==> config.mk <==
export PLATFORM = sky130hd
export DESIGN_NAME = fb_sprite_pipe
export DESIGN_NICKNAME = d
export VERILOG_FILES = /design/src/rtl/fb_pkg.sv /design/src/rtl/fb_entity_hit.sv /design/src/rtl/fb_sprite_pipe.sv
export SDC_FILE = /design/constraint.sdc
export NUM_CORES = 1
export LEC_CHECK = 0
export ABC_CLOCK_PERIOD_IN_PS = 5000
export CAP_MARGIN = 15
export CORE_MARGIN = 5
export CORE_UTILIZATION = 55
export CTS_CLUSTER_DIAMETER = 120
export DETAILED_ROUTE_END_ITERATION = 7
export DONT_BUFFER_PORTS = 1
export PLACE_DENSITY = 0.7
export SLEW_MARGIN = 0
export SYNTH_ARGS = -nofsm -noshare
export SYNTH_HDL_FRONTEND = slang
export SYNTH_SLANG_ARGS = --single-unit
==> constraint.sdc <==
create_clock -name clk -period 5 [get_ports clk]
set_input_delay 0.5 -clock clk [delete_from_list [all_inputs] [get_ports clk]]
set_output_delay 0.5 -clock clk [all_outputs]
set_load 0.02 [all_outputs]
==> src/rtl/fb_pkg.sv <==
// Shared constants, entity field layout and helpers for the frame-buffer sprite pipe.
// The FB_FRAME_LATCH_EN macro is consumed by fb_sprite_pipe.
package fb_pkg;

    localparam int ENTITY_W   = 14;
    localparam int ID_W       = 4;
    localparam int ID_LSB     = 10;
    localparam int ORIENT_W   = 2;
    localparam int ORIENT_LSB = 8;
    localparam int ROW_W      = 4;
    localparam int ROW_LSB    = 4;
    localparam int COL_W      = 4;
    localparam int COL_LSB    = 0;

    localparam logic [ID_W-1:0] ENTITY_UNUSED_ID = 4'hF;

    localparam logic [ORIENT_W-1:0] ORIENT_0   = 2'd0;
    localparam logic [ORIENT_W-1:0] ORIENT_90  = 2'd1;
    localparam logic [ORIENT_W-1:0] ORIENT_180 = 2'd2;
    localparam logic [ORIENT_W-1:0] ORIENT_270 = 2'd3;

    localparam int DEF_TILE_PX = 8;
    localparam int DEF_UPSCALE = 5;
    localparam int DEF_TILES_H = 16;
    localparam int DEF_TILES_V = 12;

    typedef struct packed {
        logic [ID_W-1:0]     id;
        logic [ORIENT_W-1:0] orient;
        logic [ROW_W-1:0]    row;
        logic [COL_W-1:0]    col;
    } entity_t;

    function automatic int tile_len_px(input int tile_px, input int upscale);
        return tile_px * upscale;
    endfunction

endpackage

==> src/rtl/fb_entity_hit.sv <==
// Combinational coverage test of one entity channel against the current tile.
// Tile coordinates arrive pre-divided from the pixel counters.
module fb_entity_hit
    import fb_pkg::*;
#(
    parameter int TILES_V = DEF_TILES_V
) (
    input  logic [ENTITY_W-1:0] i_entity,
    input  logic [9:0]          i_tile_x,
    input  logic [9:0]          i_tile_y,
    output logic                o_covered,
    output logic [ID_W-1:0]     o_id,
    output logic [ORIENT_W-1:0] o_orient
);

    entity_t w_ent;
    logic    w_used;
    logic    w_row_ok;

    assign w_ent    = i_entity;
    assign w_used   = (w_ent.id != ENTITY_UNUSED_ID);
    assign w_row_ok = (int'(w_ent.row) < TILES_V);

    assign o_covered = w_used && w_row_ok
                    && ({6'd0, w_ent.col} == i_tile_x)
                    && ({6'd0, w_ent.row} == i_tile_y);
    assign o_id      = w_ent.id;
    assign o_orient  = w_ent.orient;

endmodule

==> src/rtl/fb_sprite_pipe.sv <==
// Pipelined sprite colour path: detect, ROM read, pixel select at 2+ROM_LATENCY cycles.
// Define FB_FRAME_LATCH_EN to detect against an entity snapshot taken at frame start.
module fb_sprite_pipe
    import fb_pkg::*;
#(
    parameter int   NUM_ENTITIES = 6,
    parameter int   TILE_PX      = DEF_TILE_PX,
    parameter int   UPSCALE      = DEF_UPSCALE,
    parameter int   TILES_H      = DEF_TILES_H,
    parameter int   TILES_V      = DEF_TILES_V,
    parameter int   ROM_LATENCY  = 1,
    parameter logic BG_COLOUR    = 1'b1
) (
    input  logic                             clk,
    input  logic                             reset,
    input  logic [ENTITY_W*NUM_ENTITIES-1:0] entity_bus,
    input  logic [9:0]                       counter_H,
    input  logic [9:0]                       counter_V,
    output logic                             rom_rd_en,
    output logic [3:0]                       rom_sprite_id,
    output logic [1:0]                       rom_orientation,
    output logic [2:0]                       rom_line,
    input  logic [7:0]                       rom_data,
    output logic                             colour,
    output logic                             hit,
    output logic                             collision
);

    localparam int         TILE_LEN = tile_len_px(TILE_PX, UPSCALE);
    localparam logic [9:0] LEN_W    = 10'(TILE_LEN);
    localparam logic [9:0] UPS_W    = 10'(UPSCALE);
    localparam logic [9:0] SCR_W    = 10'(TILES_H * TILE_LEN);
    localparam logic [9:0] SCR_H    = 10'(TILES_V * TILE_LEN);

    logic [ENTITY_W*NUM_ENTITIES-1:0] w_bus;

`ifdef FB_FRAME_LATCH_EN
    logic [ENTITY_W*NUM_ENTITIES-1:0] r_shadow;

    // All-ones shadow marks every channel unused until the first frame start.
    always_ff @(posedge clk) begin
        if (reset) begin
            r_shadow <= '1;
        end else if (counter_H == 10'd0 && counter_V == 10'd0) begin
            r_shadow <= entity_bus;
        end
    end

    assign w_bus = r_shadow;
`else
    assign w_bus = entity_bus;
`endif

    logic [9:0] w_tile_x;
    logic [9:0] w_tile_y;
    logic [2:0] w_px_col;
    logic [2:0] w_px_line;
    logic       w_vis;

    assign w_tile_x  = counter_H / LEN_W;
    assign w_tile_y  = counter_V / LEN_W;
    assign w_px_col  = 3'((counter_H % LEN_W) / UPS_W);
    assign w_px_line = 3'((counter_V % LEN_W) / UPS_W);
    assign w_vis     = (counter_H < SCR_W) && (counter_V < SCR_H);

    logic [NUM_ENTITIES-1:0] w_cov;
    logic [3:0]              w_ids [NUM_ENTITIES];
    logic [1:0]              w_ors [NUM_ENTITIES];

    for (genvar k = 0; k < NUM_ENTITIES; k++) begin : g_ent
        fb_entity_hit #(
            .TILES_V (TILES_V)
        ) u_hit (
            .i_entity  (w_bus[ENTITY_W*k +: ENTITY_W]),
            .i_tile_x  (w_tile_x),
            .i_tile_y  (w_tile_y),
            .o_covered (w_cov[k]),
            .o_id      (w_ids[k]),
            .o_orient  (w_ors[k])
        );
    end

    logic [3:0] w_win_id;
    logic [1:0] w_win_or;
    logic [4:0] w_cnt;
    logic       w_hit;
    logic       w_coll;

    // Walk from the top channel down so the lowest covering index wins.
    always_comb begin
        w_win_id = '0;
        w_win_or = '0;
        w_cnt    = '0;
        for (int k = NUM_ENTITIES - 1; k >= 0; k--) begin
            if (w_cov[k]) begin
                w_win_id = w_ids[k];
                w_win_or = w_ors[k];
            end
        end
        for (int k = 0; k < NUM_ENTITIES; k++) begin
            w_cnt = w_cnt + {4'd0, w_cov[k]};
        end
    end

    assign w_hit  = w_vis && (w_cnt != 5'd0);
    assign w_coll = w_vis && (w_cnt >= 5'd2);

    logic       r_d_hit;
    logic       r_d_coll;
    logic [3:0] r_d_id;
    logic [1:0] r_d_or;
    logic [2:0] r_d_line;
    logic [2:0] r_d_col;
    logic       r_d_vis;

    always_ff @(posedge clk) begin
        if (reset) begin
            r_d_hit  <= 1'b0;
            r_d_coll <= 1'b0;
            r_d_id   <= '0;
            r_d_or   <= '0;
            r_d_line <= '0;
            r_d_col  <= '0;
            r_d_vis  <= 1'b0;
        end else begin
            r_d_hit  <= w_hit;
            r_d_coll <= w_coll;
            r_d_id   <= w_win_id;
            r_d_or   <= w_win_or;
            r_d_line <= w_px_line;
            r_d_col  <= w_px_col;
            r_d_vis  <= w_vis;
        end
    end

    assign rom_rd_en       = r_d_hit;
    assign rom_sprite_id   = r_d_hit ? r_d_id   : 4'd0;
    assign rom_orientation = r_d_hit ? r_d_or   : 2'd0;
    assign rom_line        = r_d_hit ? r_d_line : 3'd0;

    logic [2:0]             r_p_col [ROM_LATENCY];
    logic [ROM_LATENCY-1:0] r_p_hit;
    logic [ROM_LATENCY-1:0] r_p_coll;
    logic [ROM_LATENCY-1:0] r_p_vis;

    // Sideband delay line matching the ROM read latency.
    always_ff @(posedge clk) begin
        if (reset) begin
            for (int i = 0; i < ROM_LATENCY; i++) begin
                r_p_col[i] <= '0;
            end
            r_p_hit  <= '0;
            r_p_coll <= '0;
            r_p_vis  <= '0;
        end else begin
            r_p_col[0]  <= r_d_col;
            r_p_hit[0]  <= r_d_hit;
            r_p_coll[0] <= r_d_coll;
            r_p_vis[0]  <= r_d_vis;
            for (int i = 1; i < ROM_LATENCY; i++) begin
                r_p_col[i]  <= r_p_col[i-1];
                r_p_hit[i]  <= r_p_hit[i-1];
                r_p_coll[i] <= r_p_coll[i-1];
                r_p_vis[i]  <= r_p_vis[i-1];
            end
        end
    end

    always_ff @(posedge clk) begin
        if (reset) begin
            colour    <= 1'b0;
            hit       <= 1'b0;
            collision <= 1'b0;
        end else begin
            if (!r_p_vis[ROM_LATENCY-1]) begin
                colour <= 1'b0;
            end else if (r_p_hit[ROM_LATENCY-1]) begin
                colour <= rom_data[r_p_col[ROM_LATENCY-1]];
            end else begin
                colour <= BG_COLOUR;
            end
            hit       <= r_p_hit[ROM_LATENCY-1];
            collision <= r_p_coll[ROM_LATENCY-1];
        end
    end

endmodule

==> results.json, run 1 <==
{
  "insertion_delay_ns": 0.27,
  "htree_levels": 1,
  "syn_inst": 495,
  "maxSlewHeadroom": 0.615,
  "multi_input_area_um2": 3080,
  "fmax_mhz": 242,
  "syn_area_per_cell_um2": 7.83,
  "drt-initial-drc-count": 336,
  "postSynth.asyncResetShare": 0,
  "grt_pass1_wl_um": 16900,
  "required_ns": 5.17,
  "ys_ff_latch": 24,
  "hold_buffers": 0,
  "final_layout_size_suffix_gt1_frac": 0.109,
  "status": "complete, no violations",
  "start_util": 0.568,
  "crit_path_end_kind": "register",
  "ys.flop_type": "dfxtp_1",
  "netlist_area_um2": 3880,
  "ant_nets": 0,
  "vias_per_cell": 6.77,
  "routed_wl_um": 11100,
  "dr_wl_met3_um": 1280,
  "antenna_found_initial": 0,
  "firstDrtPassIters": 6,
  "grt_max_degree": 27,
  "yosysMostFrequentCell": "xnor2_1",
  "post_cts_buffers": 0,
  "fin_worst_skew_ns": 0.00482,
  "cts_root_buf": "clkbuf_8",
  "hold_viol": 0,
  "critPathMaxStageDelay_ns": 0.49,
  "dieArea_um2": 8830,
  "worstSetupPathType": "input pin to register",
  "worst_pin_slew_ns": 0.577,
  "cts_resized": 0,
  "numPortBuffers": 0,
  "post-route-period-util": 0.828,
  "start_kind": "input pin",
  "grtUsageTotal": 0.236,
  "rsz0062_at_grt": "false",
  "synth_edf_count": 0,
  "cts_buffers": 3,
  "grt_pass1_vias": 3389,
  "synthesis.nets": 617,
  "antenna_cells": 0,
  "cts_tree": "yes",
  "ios": 127,
  "timing.hold.ws_ns": 0.288,
  "setup_viol_count_final": 0,
  "yosysWarningCount": 0,
  "synth_seq_area_share": 0.124,
  "fillers": 658,
  "gp_congestion": 1.03,
  "core.rowCount": 30,
  "synthTopCellsByArea": "dfxtp_1 (12%), xnor2_1 (7.0%), xor2_1 (5.0%)",
  "tns_ns": 0,
  "die_h_um": 94.0,
  "seqCellArea_um2": 480,
  "synth_largest_area_cell": "dfxtp_1",
  "synth_commonest_cells": "xnor2_1 (31), inv_1 (28), a21oi_1 (27), nand2_1 (27), dfxtp_1 (24)",
  "core_area_um2": 6830,
  "ir_worst_vdd_v": 0.0000839,
  "hp-class": "input pin to register",
  "p_leak_nw": 1.41,
  "clockBufferDepth": 2,
  "power_density_nw_per_um2": 181,
  "top_layer_used": "met4",
  "routedWlPerCell_um": 19.7,
  "synth_top_cell_area_share": 0.124,
  "place.detailed.hpwl_um": 8850,
  "post_dp_cell_area_um2": 3830,
  "cap_viol_max_count": 0,
  "crit_path_frequent_cell": "fa_1",
  "vias": 3802,
  "drv_slew": 0,
  "crit_chain": "nor2b_1, nand3_1, o311a_1, o211ai_2, o2111ai_2, xnor2_1, nand4_1, buf_4, inv_1, fa_1, fa_1, ha_1, inv_1, fa_1, a21oi_1, a21o_1",
  "die_w_um": 94.0,
  "path_clk_slew_ns": 0.08,
  "synthToLayoutAreaGrowth_pct": 0.742,
  "min_period_ns": 4.14,
  "wl_met1_um": 4450,
  "cp_max_fo": 23,
  "ys_types": 91,
  "drc_errors": 0,
  "gr-total-overflow": 0,
  "slowest_stage": "fa_1",
  "arrival_ns": 4.32,
  "wl_met2_um": 4790,
  "numClockSinks": 24,
  "nNetsFinal": 589,
  "final_cell_area_um2": 3910
}
## logic make-up after synthesis
group	after synthesis	synth area share
AOI/OAI and AO/OA	168	0.357
xor gates and xnor gates	53	0.120
adders and majority gates	8	0.0316
buffers and inverters	67	0.0823
DFF	24	0.124
muxes	8	0.0278
and+or+nand+nor	167	0.258
## per-layer routing
| metal | vias up | global-route usage |
|---|---|---|
| met2 | 233 | 0.363 |
| met4 | 0 | 0.111 |
| met5 | - | 0 |
| met1 | 1720 | 0.308 |
| met3 | 39 | 0.0569 |
| li1 | 1810 | - |
## through the flow
stage               std cells  utilization  setup WS (ns)  total power [W]
CTS                       562        0.572          0.889         0.000708
detailed placement        558        0.561          0.594         0.000541
finish                    562        0.572          0.859         0.000708
floorplan                 495            -          0.568         0.000519
global route              562        0.572          0.620         0.000751
global placement          558        0.561          0.720         0.000537
## worst paths after layout
path	from	end	slack (ns)	cells past startpoint
worst max-delay path	counter_V[7]	rom_rd_en	0.86	16
worst min-delay path	reset	r_p_hit	0.29	1
worst max register to register	r_p_col[0][0]	colour	3.62	4
worst min register to register	r_d_vis	r_p_vis	0.44	1
## flip-flops by register name (all words and copies together), names as in the netlist
signal / count
r_d_id: 4
r_d_col: 3
r_d_line: 3
r_p_col: 3
r_d_or: 2
collision: 1
colour: 1
hit: 1
r_d_coll: 1
r_d_vis: 1
r_p_coll: 1
r_p_hit: 1
r_p_vis: 1
rom_rd_en: 1
## cell usage in the layout (no fill, tap or decap), types with 6 or more instances in the layout
master and instances:
a21oi_2 7, o21ai_0 21, nand2_1 27, nand4_1 9, xor2_1 22, dfxtp_1 24, o22ai_1 7, and2_1 10
nand2b_1 9, a211o_1 7, nor3b_1 7, nor2_1 20, xnor2_1 31, and3b_1 8, nor3_1 17, inv_1 28
a221oi_1 11, o221ai_1 9, nor2b_1 13, o32ai_1 6, buf_4 6, nand3_1 15, a21oi_1 27
## where the power goes
group / switching, W / leakage (nW) / internal, W / total (W)
Clock: 0.0000615 / 0.0357 / 0.000107 / 0.000169
Sequential: 0.00000351 / 0.196 / 0.000203 / 0.000206
Combinational: 0.000182 / 1.18 / 0.000152 / 0.000334
## critical path, delay by kind of cell
kind / cells / cell delay, ns
adders and majority gates: 4 / 1.52
AOI/OAI and AO/OA: 5 / 1.03
and+or+nand+nor: 3 / 0.71
buffers and inverters: 3 / 0.31
xor gates and xnor gates: 1 / 0.22
## area by class of cell
class                   instances  area share
clock buffers                   3      0.0106
clock inverters                 1     0.00769
inverters                      28      0.0269
multi-input cells             404       0.790
flip-flops and latches         24       0.123
well taps                      96      0.0307
repair buffers                  6      0.0115
Power figures use the tool's default switching activity.
==> inputs of run 2 (changes only) <==
Settings changed: ABC_CLOCK_PERIOD_IN_PS 5000 to 3750, PLACE_DENSITY 0.7 to 0.73.
Clock period 5 ns to 3.75 ns, I/O delays scaled along.
==> results.json, run 2 (same netlist as run 1, synthesis figures left out) <==
{
  "start_kind": "input pin",
  "final_common_cell": "buf_4",
  "numClockSinks": 24,
  "nNetsFinal": 630,
  "core_area_um2": 6830,
  "hp-class": "input pin to register",
  "tns_ns": 0,
  "grt_pass1_vias": 3631,
  "firstDrtPassIters": 5,
  "cts_buffers": 3,
  "required_ns": 3.92,
  "insertion_delay_ns": 0.27,
  "maxSlewHeadroom": 0.657,
  "drt-initial-drc-count": 248,
  "die_w_um": 94.0,
  "power_density_nw_per_um2": 238,
  "post-route-period-util": 0.980,
  "p_total_w": 0.00102,
  "path_clk_slew_ns": 0.08,
  "cts_root_buf": "clkbuf_8",
  "antenna_found_initial": 0,
  "numPortBuffers": 0,
  "vias": 3956,
  "synthToLayoutAreaGrowth_pct": 10.3,
  "grt_pass1_wl_um": 17900,
  "vias_per_cell": 6.56,
  "rsz0062_at_grt": "true",
  "grt_max_degree": 27,
  "crit_path_end_kind": "register",
  "final_cell_mix": "buf_4 (47), xnor2_1 (31), inv_1 (28), nand2_1 (27), a21oi_1 (25)",
  "ir_worst_vdd_v": 0.000151,
  "final_cell_area_um2": 4280,
  "status": "complete, no violations",
  "routedWlPerCell_um": 19.0,
  "p_leak_nw": 1.62,
  "cap_viol_max_count": 0,
  "core.rowCount": 30,
  "min_period_ns": 3.68,
  "grtUsageTotal": 0.250,
  "fin_worst_skew_ns": 0.00183,
  "worst_pin_slew_ns": 0.509,
  "final_layout_size_suffix_gt1_frac": 0.197,
  "drc_errors": 0,
  "start_util": 0.568,
  "hold_buffers": 0,
  "worstSetupPathType": "input pin to register",
  "routed_wl_um": 11500,
  "gp_congestion": 0.990,
  "arrival_ns": 3.85,
  "ios": 127,
  "die_h_um": 94.0,
  "drv_slew": 0,
  "htree_levels": 1,
  "cts_tree": "yes",
  "dieArea_um2": 8830,
  "gr-total-overflow": 0,
  "regMostFlops": "r_d_id",
  "fillers": 625,
  "post_dp_cell_area_um2": 4150,
  "place.detailed.hpwl_um": 9320,
  "antenna_cells": 0,
  "cp_max_fo": 23,
  "ant_nets": 0,
  "largest_reg_flops": 4,
  "hold_viol": 0,
  "fmax_mhz": 272,
  "clockBufferDepth": 2,
  "setup_viol_count_final": 0
}
==> run 2: metrics by stage <==
stage | std cells | utilization | hold slack, ns | setup slack (ns)
floorplan | 495 | - | 0.414 | -0.375
global placement | 597 | 0.608 | 0.420 | -0.115
detailed placement | 597 | 0.608 | 0.421 | -0.238
CTS | 601 | 0.618 | 0.161 | 0.0446
global route | 603 | 0.626 | 0.151 | -0.0620
finish | 603 | 0.626 | 0.161 | 0.0736
==> run 2: critical path, stage by stage <==
cell and delay [ns]:
or3b_1 0.37, a22oi_2 0.20, o21ai_2 0.10, buf_4 0.15
nor2_4 0.13, nor3_1 0.08, o211a_1 0.24, nor4_4 0.32
fa_1 0.48, fa_1 0.50, ha_1 0.14, inv_1 0.05
fa_1 0.47, a21oi_1 0.07, a21o_1 0.15
==> run 2: what timing repair did <==
action | 4_1_cts | 5_1_grt
setup endpoints to repair | 0 | 2
endpoints found under the hold margin | 0 | 0
setup buffers | 0 | 2
gates resized for setup | 0 | 8
==> run 2: layout make-up <==
cell class	instances	area [µm²]	share of cell area
Clock buffer	3	41.3	0.00965
Timing Repair Buffer	47	353	0.0825
Tap cell	96	120	0.0281
Clock inverter	1	30.0	0.00702
Multi-Input combinational cell	404	3150	0.736
Inverter	28	105	0.0246
Sequential cell	24	480	0.112
==> run 2: per-layer routing <==
layer,global-route usage,part of all wire
met1,0.320,0.39
met2,0.396,0.45
met3,0.0529,0.10
met4,0.125,0.053
met5,0,0
==> run 2: path summary, 6_finish.rpt <==
| check | start | end | cells after the start | slack (ns) |
|---|---|---|---|---|
| worst max-delay path | counter_V[4] | rom_rd_en | 15 | 0.07 |
| worst min-delay path | reset | r_d_col[0] | 1 | 0.16 |
| worst max register to register | r_p_col[0][0] | colour | 4 | 2.38 |
| worst min register to register | r_d_col[2] | r_p_col[0][2] | 1 | 0.44 |
==> run 2: where the power goes <==
part	internal, W	total, W	switching [W]	leakage (nW)
sequential	0.000270	0.000275	0.00000496	0.196
clock	0.000143	0.000226	0.0000834	0.0357
combinational	0.000258	0.000517	0.000259	1.39
total	0.000672	0.00102	0.000347	1.62
==> inputs of run 3 (changes only) <==
Settings changed: CORE_UTILIZATION 55 to 26, CTS_CLUSTER_DIAMETER 120 to 200, PLACE_DENSITY 0.73 to unset.
==> results.json, run 3 (same netlist as run 1, synthesis figures left out) <==
{
  "top_layer_used": "met4",
  "routedWlPerCell_um": 19.4,
  "ios": 127,
  "core_area_um2": 14600,
  "firstDrtPassIters": 5,
  "worstSetupPathType": "input pin to register",
  "hp-class": "input pin to register",
  "insertion_delay_ns": 0.26,
  "power_density_nw_per_um2": 246,
  "min_delay_path_depth": 1,
  "vias_per_cell": 5.67,
  "reg2reg_depth": 4,
  "rsz0062_at_grt": "true",
  "dieArea_um2": 17500,
  "utilization": 0.312,
  "start_util": 0.266,
  "cts_buffers": 3,
  "nNetsFinal": 640,
  "synthToLayoutAreaGrowth_pct": 17.5,
  "drc_errors": 0,
  "holdPathEnd": "hit",
  "wl_met2_um": 6070,
  "fmax_mhz": 272,
  "wl_met1_um": 5790,
  "start_kind": "input pin",
  "cts_root_buf": "clkbuf_16",
  "place.detailed.hpwl_um": 11300,
  "reg2reg_slack_ns": 2.37,
  "regMostFlops": "r_d_id",
  "vias": 3975,
  "status": "complete, no violations",
  "r2r_end": "colour",
  "arrival_ns": 3.83,
  "cap_viol_max_count": 0,
  "cts_tree": "yes",
  "htree_levels": 1,
  "worst_r2r_startpoint": "r_p_col[0][0]",
  "hold_viol": 0,
  "grt_pass1_wl_um": 21200,
  "final_common_cell": "buf_4",
  "drv_slew": 0,
  "drt-initial-drc-count": 293,
  "cp_max_fo": 19,
  "maxSlewHeadroom": 0.633,
  "grt_pass1_vias": 3895,
  "post-route-period-util": 0.979,
  "layout.cells.non_filler": 701,
  "setup_viol_count_final": 0,
  "hp-start": "reset",
  "worst_pin_slew_ns": 0.549,
  "die_w_um": 132,
  "tns_ns": 0,
  "final_cell_mix": "buf_4 (57), xnor2_1 (30), nand2_1 (27), inv_1 (27)",
  "gr-total-overflow": 0,
  "timing.hold.ws_ns": 0.181,
  "clockBufferDepth": 2,
  "grtUsageTotal": 0.147,
  "dr_wl_met3_um": 1230,
  "core.rowCount": 44,
  "p_leak_nw": 1.70,
  "antenna_found_initial": 0,
  "crit_path_end_kind": "register",
  "ant_nets": 0,
  "min_period_ns": 3.67,
  "ir_worst_vdd_v": 0.000128,
  "numClockSinks": 24,
  "dp.cells": 691,
  "largest_reg_flops": 4,
  "hold_buffers": 0,
  "gp_congestion": 0.887,
  "numPortBuffers": 0,
  "antenna_cells": 0,
  "path_clk_slew_ns": 0.06,
  "required_ns": 3.90,
  "final_layout_size_suffix_gt1_frac": 0.228,
  "fin_worst_skew_ns": 0.00482,
  "grt_max_degree": 27,
  "routed_wl_um": 13600,
  "die_h_um": 132
}
[run 3: changes by cell type in the layout (fill, tap and decap cells not counted), sizes merged]
cell,change
buf,+10
[run 3: metrics by stage]
stage	instance area [µm²]	setup slack [ns]	total power [W]
after detailed placement	4310	-0.275	0.000799
after floorplan	3910	-0.375	0.000697
after global routing	4560	-0.131	0.00120
after CTS	4410	0.00938	0.00110
after global placement	4310	-0.235	0.000789
final	4560	0.0784	0.00112
[run 3: how the worst max path moves through the flow]
stage	from	to
3_5_place_dp	counter_V[8]	rom_rd_en
5_1_grt	counter_V[6]	rom_rd_en
2_1_floorplan	counter_H[4]	rom_rd_en
4_1_cts	counter_V[8]	rom_rd_en
6_report	counter_H[5]	rom_rd_en
3_3_place_gp	counter_V[4]	rom_rd_en
[run 3: routing by layer]
| metal | GRT usage | vias to the layer above |
|---|---|---|
| met5 | 0 | - |
| met4 | 0.0497 | 0 |
| met3 | 0.0420 | 24 |
| met2 | 0.234 | 175 |
| met1 | 0.191 | 1858 |
| li1 | - | 1918 |
[run 3: critical path: stages]
cell and delay (ns):
or4_4 0.52, and3_4 0.19, a32oi_4 0.20, nor2_4 0.08
o21ai_4 0.27, xnor2_1 0.16, nand4_1 0.14, inv_1 0.11
fa_1 0.41, fa_1 0.50, ha_1 0.13, inv_1 0.04
fa_1 0.48, a21oi_2 0.06, a21o_1 0.15
[run 3: final cells by class]
cell class | count | area [µm²]
inverters | 28 | 105
repair buffers | 57 | 428
multi-input cells | 404 | 3210
fillers | 1495 | 10000
well taps | 184 | 230
flip-flops and latches | 24 | 480
clock buffers | 3 | 75.1
clock inverters | 1 | 30.0
[run 3: power breakdown]
part | switching, W | internal, W | total [W]
logic | 0.000271 | 0.000272 | 0.000542
clock network | 0.0000893 | 0.000212 | 0.000301
registers | 0.00000561 | 0.000271 | 0.000276
total | 0.000366 | 0.000754 | 0.00112
[run 3: timing repair]
item | 4_1_cts | 5_1_grt
gates resized for setup | 0 | 18
endpoints found under the setup margin | 0 | 2
buffers inserted | 0 | 6
